--- src/rtl/uart_mmio_buffer.sv ---
// rtl/uart_mmio_buffer.sv - RX/TX byte FIFOs between the UART serial core and the MMIO control path
// Both FIFOs are first-word-fall-through; every output depends only on registered pointers and storage.
module uart_mmio_buffer #(
  parameter int DEPTH = 8,
  parameter int AW    = 3
) (
  input  logic          clk,
  input  logic          reset_n,
  input  logic [7:0]    core_rx_data,
  input  logic          core_rx_strobe,
  output logic [7:0]    core_tx_data,
  output logic          core_tx_valid,
  input  logic          core_tx_ready,
  output logic [7:0]    UARTDataOut,
  output logic          DataOutValid,
  input  logic          DataOutReady,
  input  logic [7:0]    UARTDataIn,
  input  logic          DataInValid,
  output logic          DataInReady,
  output logic          rx_overrun,
  input  logic          clr_overrun,
  output logic [AW:0]   rx_count,
  output logic [AW:0]   tx_count
);

  logic [AW:0] rxWr, rxRd, txWr, txRd;
  logic [7:0]  rxMem [DEPTH];
  logic [7:0]  txMem [DEPTH];

  logic rxEmpty, rxFull, txEmpty, txFull;
  logic rxPush, rxPop, txPush, txPop;

  // Extra pointer bit distinguishes full from empty when the low bits match.
  assign rxEmpty = (rxWr == rxRd);
  assign rxFull  = (rxWr[AW] != rxRd[AW]) && (rxWr[AW-1:0] == rxRd[AW-1:0]);
  assign txEmpty = (txWr == txRd);
  assign txFull  = (txWr[AW] != txRd[AW]) && (txWr[AW-1:0] == txRd[AW-1:0]);

  assign rxPush = core_rx_strobe && !rxFull;
  assign rxPop  = DataOutReady && !rxEmpty;
  assign txPush = DataInValid && !txFull;
  assign txPop  = core_tx_ready && !txEmpty;

  always_ff @(posedge clk or negedge reset_n) begin
    if (!reset_n) begin
      rxWr       <= '0;
      rxRd       <= '0;
      txWr       <= '0;
      txRd       <= '0;
      rx_overrun <= 1'b0;
    end else begin
      if (rxPush) rxWr <= rxWr + 1'b1;
      if (rxPop)  rxRd <= rxRd + 1'b1;
      if (txPush) txWr <= txWr + 1'b1;
      if (txPop)  txRd <= txRd + 1'b1;
      // A dropped byte wins over a clear arriving in the same cycle.
      if (core_rx_strobe && rxFull) rx_overrun <= 1'b1;
      else if (clr_overrun)         rx_overrun <= 1'b0;
    end
  end

  always_ff @(posedge clk) begin
    if (rxPush) rxMem[rxWr[AW-1:0]] <= core_rx_data;
    if (txPush) txMem[txWr[AW-1:0]] <= UARTDataIn;
  end

  assign DataOutValid  = !rxEmpty;
  assign UARTDataOut   = rxEmpty ? 8'h00 : rxMem[rxRd[AW-1:0]];
  assign core_tx_valid = !txEmpty;
  assign core_tx_data  = txEmpty ? 8'h00 : txMem[txRd[AW-1:0]];
  assign DataInReady   = !txFull;
  assign rx_count      = rxWr - rxRd;
  assign tx_count      = txWr - txRd;

endmodule

--- config.mk ---
export PLATFORM = sky130hd
export DESIGN_NAME = uart_mmio_buffer
export DESIGN_NICKNAME = d
export VERILOG_FILES = /design/src/rtl/uart_mmio_buffer.sv
export SDC_FILE = /design/constraint.sdc
export NUM_CORES = 1
export LEC_CHECK = 0
export ABC_CLOCK_PERIOD_IN_PS = 2590
export CORE_ASPECT_RATIO = 0.8
export CORE_MARGIN = 5
export CORE_UTILIZATION = 52
export DETAILED_ROUTE_END_ITERATION = 10
export PLACE_DENSITY = 0.76
export SETUP_SLACK_MARGIN = 0.5
export SYNTH_ARGS = -nofsm -noshare
export SYNTH_HDL_FRONTEND = slang
export SYNTH_SLANG_ARGS = --single-unit
--- constraint.sdc ---
create_clock -name clk -period 2.59 [get_ports clk]
set_input_delay 0.3885 -clock clk [delete_from_list [all_inputs] [get_ports clk]]
set_output_delay 0.3885 -clock clk [all_outputs]
set_load 0.02 [all_outputs]
==> metrics <==
num ports 51; layout cell share with drive strength beyond 1 40.84%; remaining global-route overflow 0; maximum VDD drop 1.401 mV; clk root buf clkbuf_16; # fillers 650; CP Cell Sequence buf_12 -> mux2i_1 -> a22oi_2 -> nand2_4 -> a221oi_4 -> buf_6; Num CTS Buffers 17; Fin Setup TNS 0 ns; DP Worst Slack 0.006795 ns; synthesized flop and latch total 145; Max Clk Rate 420.2 MHz; Gate Count Post-Synth 378; die area 0.01397 mm^2; crit end category primary output; CTS sink cnt 145; Post-DRT Antenna Nets 0; Post-CTS Hold Fix Bufs 0; status finished clean; RSZ-0062 raised after global routing true; mapped cell area 0.006080 mm^2; CP delay by family, top compound AO/OA/AOI/OAI gates; Lkg Pwr 3.207 nW; first-pass GRT wire length 20.84 mm; Yosys cell types 33; relative slew slack 46.35%; Worst Path Arrival 1.99 ns; Clk pin slew, worst setup/hold paths 0.06 ns; critical path startpoint category flop; Antenna Diode Count 0; wire per inst 21.79 um; I/O Buffers 50; die span in x 130.9 um; vias 3675; Max Cap Violations 0; row count 35; Synth Net Count 413; area taken by flip-flops and latches 0.004273 mm^2; Synth area leaders edfxtp_1 (63%), mux2i_1 (11%), dfrtp_1 (7.0%), a221oi_1 (2.3%), ha_1 (2.1%); vias per cell 5.654; Routed WL 14.17 mm; Worst-Skew Late Latency 0.42 ns; Max Slew Vio Count 0; Final Hold Fails 0; fin cells 650; hpwl dp 8.414 mm; CTS H-tree lvls 4; count leader, synth edfxtp_1; sequential area share after synthesis 70.22%; Core Area 0.01147 mm^2; initial antenna violation count 0; drt initial violations 288; Crit-path slowest cell dfrtp_2; vias in the first global route 3794; worst path bufs/invs 2; die height 106.7 um; DRC viols 0; Post-synth ARST share 11.72%; Post-synth EDFFs 128; final setup vio count 0; WS Path Type flop to primary output; Syn-to-layout area delta 40.67%; Worst Max-Slew Pin Slew 0.8022 ns; final period demand of the worst path 2.380 ns; clock tree buffer depth 2; area of the multi-input gates 0.002365 mm^2; Setup Skew 0.01108 ns; largest net degree at the start of global routing 29; GRT Util Overall 20.30%; DP Cell Count 588; slowest stage delay, CP 0.48 ns; top-area cell type share of the netlist area 63.22%; highest net fanout along the worst path 18; Power Dens Cells 1533 mW/mm^2; 1st-pass router iterations 5; starting density of the core 52.99%; Synth top cells by count edfxtp_1 (128), mux2i_1 (64), nand2_1 (26); CTS tree done; Syn Area/Cell 16.08 um^2; Req. time, crit path 2.20 ns; hold crit path type input port to asynchronous set/reset pin; gpl congestion 0.8119; ys flop type edfxtp_1; fin crit share 91.89%; PnR worst setup slack 0.2099 ns; Yosys warnings 0; fin nets 524; Synth area leader edfxtp_1; smallest hold slack 0.4331 ns
per-layer routing:
layer	vias to the layer above	routed length (um)	global-route usage, %
li1	1686	-	-
met1	1851	6017	27.59
met2	124	7110	32.16
met3	14	886	5.727
met4	0	151	5.800
met5	-	0	0
cells in the final DEF, fill, tap and decap left out, types with 3 or more instances in the layout:
cell,count
nand2_1,12
nor2_1,4
inv_1,10
mux2i_1,64
xor2_1,3
xnor2_1,13
nand3_1,3
inv_4,3
dfrtp_1,14
nor2b_1,4
ha_1,4
a221oi_4,16
dfrtp_2,3
dlygate4sd2_1,3
ha_4,6
inv_6,6
nand4_1,3
buf_6,26
nand2_2,4
a22oi_1,3
buf_12,3
inv_2,3
clkbuf_16,18
nor3_4,7
nand2_4,9
buf_4,50
bufinv_16,3
mux2_2,4
clkdlybuf4s50_1,23
a22oi_2,13
nor2_4,4
edfxtp_1,128
cell families after synthesis:
logic type / count (synthesis) / synth area share (%)
xor gates and xnor gates: 19 / 2.861
DFF: 145 / 70.22
adders and majority gates: 12 / 2.717
buffers and inverters: 32 / 3.087
and+or+nand+nor: 62 / 4.672
AOI/OAI and AO/OA: 40 / 5.165
muxes: 68 / 11.28
state kept, by name (all words and copies together), names as in the netlist:
signal      count
rxRd            4
rxWr            4
rxMem          64
txMem          64
rx_overrun      1
txRd            4
txWr            4
report_power, final:
part | internal, mW | total [mW] | switching [mW]
Sequential | 3.03 | 3.29 | 0.256
Clock | 1.55 | 2.56 | 1.02
Combinational | 3.43 | 7.26 | 3.83
Total | 8.01 | 13.1 | 5.10
through the flow:
step / cell area (um^2) / utilization [%] / power [mW]
after floorplan: 6628 / - / 7.399
after global placement: 7413 / 64.61 / 9.297
after detailed placement: 7413 / 64.61 / 9.436
after CTS: 8268 / 72.06 / 12.50
after global routing: 8552 / 74.54 / 13.73
final: 8552 / 74.54 / 13.11
layout make-up:
class / count / share of cell area [%]
Clock buffer: 17 / 4.974
Clock inverter: 15 / 2.268
Inverter: 16 / 0.7901
Multi-Input combinational cell: 202 / 27.65
Sequential cell: 145 / 49.96
Tap cell: 148 / 2.165
Timing Repair Buffer: 107 / 12.19
repair_timing:
action                                  in CTS  in global routing
endpoints found under the setup margin      63                 89
pin swaps                                   12                 20
setup buffers                               12                 15
cloned                                       2                  1
resized for setup                          161                 41
worst paths after layout:
check                             endpoint  depth (start not counted)  slack, ns       start
max                        core_tx_data[0]                          6       0.21     txRd[1]
min in group clk                rx_overrun                          2       0.53  rx_overrun
min reg2reg                     rx_overrun                          2       0.53  rx_overrun
max reg2reg                    txMem[4][1]                          8       0.47     txRd[1]
max in group asynchronous          rxRd[0]                          1       1.60     reset_n
min                                txRd[1]                          1       0.43     reset_n
Note: power is estimated with default switching activity, not from simulation.
==> RTL change 1 (config.mk and constraints unchanged) <==
Put a register stage on the outputs `rx_count` and `tx_count`, without a reset. The values now appear one clock later. The other outputs are not delayed to match.
--- a/src/rtl/uart_mmio_buffer.sv
+++ b/src/rtl/uart_mmio_buffer.sv
@@ -69,8 +69,10 @@
   assign core_tx_valid = !txEmpty;
   assign core_tx_data  = txEmpty ? 8'h00 : txMem[txRd[AW-1:0]];
   assign DataInReady   = !txFull;
-  assign rx_count      = rxWr - rxRd;
-  assign tx_count      = txWr - txRd;
+  always_ff @(posedge clk) begin
+    rx_count <= rxWr - rxRd;
+    tx_count <= txWr - txRd;
+  end
 
 endmodule
 
Formal check against the unedited RTL: not equivalent (Yosys sat finds a counterexample within 4 cycles, from zero or initial values and one cycle with reset_n low).
==> RTL change 1 against the original RTL <==
  * Routed wire length shrank 3.7%
  * Worst setup slack improved by 0.0078 ns
  * Synthesized area is 2.6% higher
  * Sequential cell count up 8
  * Power fell by 4.1%
  * Global-route usage down 0.40 points
  * Design area rose by 0.72%
  * Clock power down 9.4%
  * Combinational power shrank 6.7%
  * Largest power group unchanged
==> RTL change 1: results (changes against the original RTL) <==
compound-cell area share of the yosys netlist 0.05033 (-0.001326); CP max FO 5 (-13); nets@finish 522 (-0.38%); Worst R2R Setup Slack 0.48 ns; antenna fix cells 0 (unchanged); Pleak 0.003172 uW (-1.1%); clock skew 0.008165 ns (-0.002914 ns); fraction of layout cells with a size suffix above 1 0.3840 (-0.02437); Setup Buffers After CTS 8 (-4); worst slack at placement -0.08735 ns (-0.09414 ns); clk_lat worst skew 0.43 ns; fmax 421.5 MHz (+0.33%); Mapped Nets 421 (+1.9%); Crit path largest cell delay 0.46 ns (-0.02 ns); post-synthesis sequential area ratio 0.7098 (+0.007643); Non-Filler Instances 648 (-0.31%); M1 GR Usage 0.2820 (+0.006035); Post-Synth Adder-Cell Area 0.02647 (-0.0006973); Yosys cell types 34 (+3.0%); multiplexer share of the synthesized area 0.1099 (-0.002895); Tot GR Track Use 0.1990 (-0.003965); CP Capture Point UARTDataOut[5]; status completed; Max transition margin 0.4471 (-0.01643); GR Util met2 0.3092 (-0.01238); first-pass GRT wire length 21160 um (+1.6%); GPL Wtd Cong 0.7749 (-4.6%); Cells after DPL 597 (+1.5%); DRT iter0 DRCs 280 (-2.8%); R2R Path End txMem[6][4]$_DFFE_PP_; post-CTS resize count 139 (-14%); switching power 4867 uW (-4.6%); TritonRoute pass-1 iters 4 (-1); Critical Path Source rxRd[1]$_DFFE_PN0P_; synth top area cells edfxtp_1, mux2i_1, dfrtp_1, dfxtp_1, a221oi_1; Placed Area 7569 um^2 (+2.1%); Synth Area per Inst 16.17 um^2 (+0.51%); XOR/XNOR Fraction of Synth Area 0.02787 (-0.0007342); fill count 660 (+1.5%); CP top delay family flip-flops; post-synthesis async set-or-reset flop share 0.1111 (-0.006130); Reg area 4433 um^2 (+3.7%); WHS 0.4403 ns (+0.007150 ns); DR vias 3671 (-0.11%); GR Util met3 0.04744 (-0.009829); routed wire length 13650 um (-3.7%); pin count of the biggest net entering global routing 24 (-17%); hpwl dp 8551 um (+1.6%); VDD IR max 0.8517 mV (-39%)
RTL change 1: metal layers:
metal	wire length (um)	vias to the layer above
met5	0	-
met4	191	0
met3	792	16
met2	6575	103
met1	6086	1866
li1	-	1686
RTL change 1: cells by family after synthesis:
family / count (synthesis)
simple gates: 62
xor+xnor: 19
mux: 68
compound gates: 40
flops: 153
fa+ha+maj: 12
buf+inv: 32
RTL change 1: power by group through the flow:
stage,combinational (uW),sequential (uW),clock (uW)
4_1_cts,6330,3480,2350
2_1_floorplan,3720,3670,0
3_3_place_gp,5590,3480,0
5_1_grt,7190,3530,2460
3_5_place_dp,5720,3510,0
6_report,6770,3490,2320
RTL change 1: layout make-up:
class,count,share of cell area
Clock inverter,15,0.01583
Timing Repair Buffer,96,0.1114
Sequential cell,153,0.5147
Inverter,16,0.007554
Tap cell,148,0.02150
Clock buffer,17,0.04939
Multi-Input combinational cell,203,0.2796
==> RTL change 2 (config.mk and constraints unchanged) <==
Without the edit above. Change the parameter `DEPTH` from 8 to 16.
--- a/src/rtl/uart_mmio_buffer.sv
+++ b/src/rtl/uart_mmio_buffer.sv
@@ -1,7 +1,7 @@
 // rtl/uart_mmio_buffer.sv - RX/TX byte FIFOs between the UART serial core and the MMIO control path
 // Both FIFOs are first-word-fall-through; every output depends only on registered pointers and storage.
 module uart_mmio_buffer #(
-  parameter int DEPTH = 8,
+  parameter int DEPTH = 16,
   parameter int AW    = 3
 ) (
   input  logic          clk,
Behaviour: no difference found for any inputs over 10 cycles, from zero or initial values and one cycle with reset_n low; that may be too few to reach the edited logic, so the function may still have changed.
==> RTL change 2 against the original RTL <==
  * Synthesized area increased by 0.43%
  * Sequential cell count unchanged
  * Design area increased by 0.86%
  * Register-to-register slack improved by 0.06 ns
  * Non-clock buffer count decreased by 3
  * Routed wire length increased by 4.4%
  * Critical path type unchanged
  * Critical path depth unchanged
  * Worst setup slack improved by 0.037 ns
Power is left out: the tool's default activity adds up to more than one toggle a clock period on the data nets, which glitch-free logic cannot reach.
==> RTL change 2: results (changes against the original RTL) <==
Tot GR Track Use 0.2174 (+0.01446); initial antenna violation count 0 (unchanged); commonest cells in the netlist edfxtp_1, mux2i_1, nand2_1, dfrtp_1; post-CTS resize count 188 (+17%); Cells after DPL 593 (+0.85%); Synth Area per Inst 16.07 um^2 (about the same); status completed; leading area contributor after synthesis edfxtp_1; Setup Buffers After CTS 11 (-1); pin count of the biggest net entering global routing 19 (-34%); synth top area cells edfxtp_1, mux2i_1, dfrtp_1, a221oi_1, ha_1; Worst EP arrival 1.95 ns (-0.04 ns); routed wire length 14790 um (+4.4%); hpwl dp 8518 um (+1.2%); via density per instance 5.836 (+3.2%); Crit path largest cell delay 0.49 ns; R2R Path End txMem[6][5]$_DFFE_PP_; Non-Filler Instances 647 (-0.46%); post-synthesis sequential area ratio 0.6992 (-0.003022); Yosys cell types 35 (+6.1%); GPL Wtd Cong 0.7814 (-3.8%); CTS root buf clkbuf_16; Mapped Nets 415 (+0.48%); Port Buffers 50 (unchanged); clock skew 0.007037 ns (-0.004042 ns); Final Cell Area 8626 um^2 (+0.86%); Placed Area 7493 um^2 (+1.1%); fraction of layout cells with a size suffix above 1 0.4188 (+0.01047); Max transition margin 0.4118 (-0.05171); worst slack at placement -0.02337 ns (-0.03017 ns); DRT iter0 DRCs 340 (+18%); nets@finish 523 (-0.19%); Worst R2R Path Depth 8 (unchanged); WHS 0.4788 ns (+0.04566 ns); Tightest Hold Check Type input pin to async pin; first-pass GRT wire length 22920 um (+10%); Worst R2R Setup Slack 0.53 ns (+0.06 ns); number of global-route vias before repair 3988 (+5.1%)
-- RTL change 2: worst max-delay path by stage --
| stage | end | slack (ns) | startpoint |
|---|---|---|---|
| after floorplan | txMem[0][0]$_DFFE_PP_ | 0.39 | txRd[1]$_DFFE_PN0P_ |
| after global placement | core_tx_data[0] | 0.04 | txWr[2]$_DFFE_PN0P_ |
| after detailed placement | core_tx_data[0] | -0.02 | txWr[2]$_DFFE_PN0P_ |
| after CTS | UARTDataOut[2] | 0.24 | rxRd[1]$_DFFE_PN0P_ |
| after global routing | core_tx_data[0] | 0.20 | txRd[2]$_DFFE_PN0P_ |
| final | UARTDataOut[2] | 0.25 | rxRd[1]$_DFFE_PN0P_ |
-- RTL change 2: metal layers --
metal  vias up  GRT usage  routed length, um
met5         -          0                  0
met4         0    0.06157                169
met3        15    0.05300               1067
met2       168     0.3380               7056
met1      1912     0.3084               6495
li1       1681          -                  -
-- RTL change 2: cells by family (layout without fill, tap and decap cells) --
kind of cell | count (synthesis) | count (layout) | share of synthesized area
AO/OA/AOI/OAI | 40 | 40 | 0.05225
buffers and inverters | 34 | 150 | 0.03197
multiplexers | 68 | 68 | 0.1123
adder cells (fa/ha/maj) | 12 | 12 | 0.02705
XOR/XNOR | 19 | 19 | 0.02848
AND/OR/NAND/NOR | 62 | 65 | 0.04877
flip-flops | 145 | 145 | 0.6992
-- RTL change 2: area by class of cell --
class	instances	area, um^2
sequential	145	4274
fill	638	2892
multi-input combinational	204	2437
timing repair buffer	104	1051
clock buffer	18	429.2
tap	148	185.2
clock inverter	12	183.9
inverter	16	65.06
-- RTL change 2: worst max-delay path, delay by kind of cell (launching register included) --
family,cells,cell delay (ns)
AOI/OAI and AO/OA,2,0.48
buffers and inverters,2,0.35
DFF,1,0.49
muxes,1,0.12
and+or+nand+nor,1,0.10
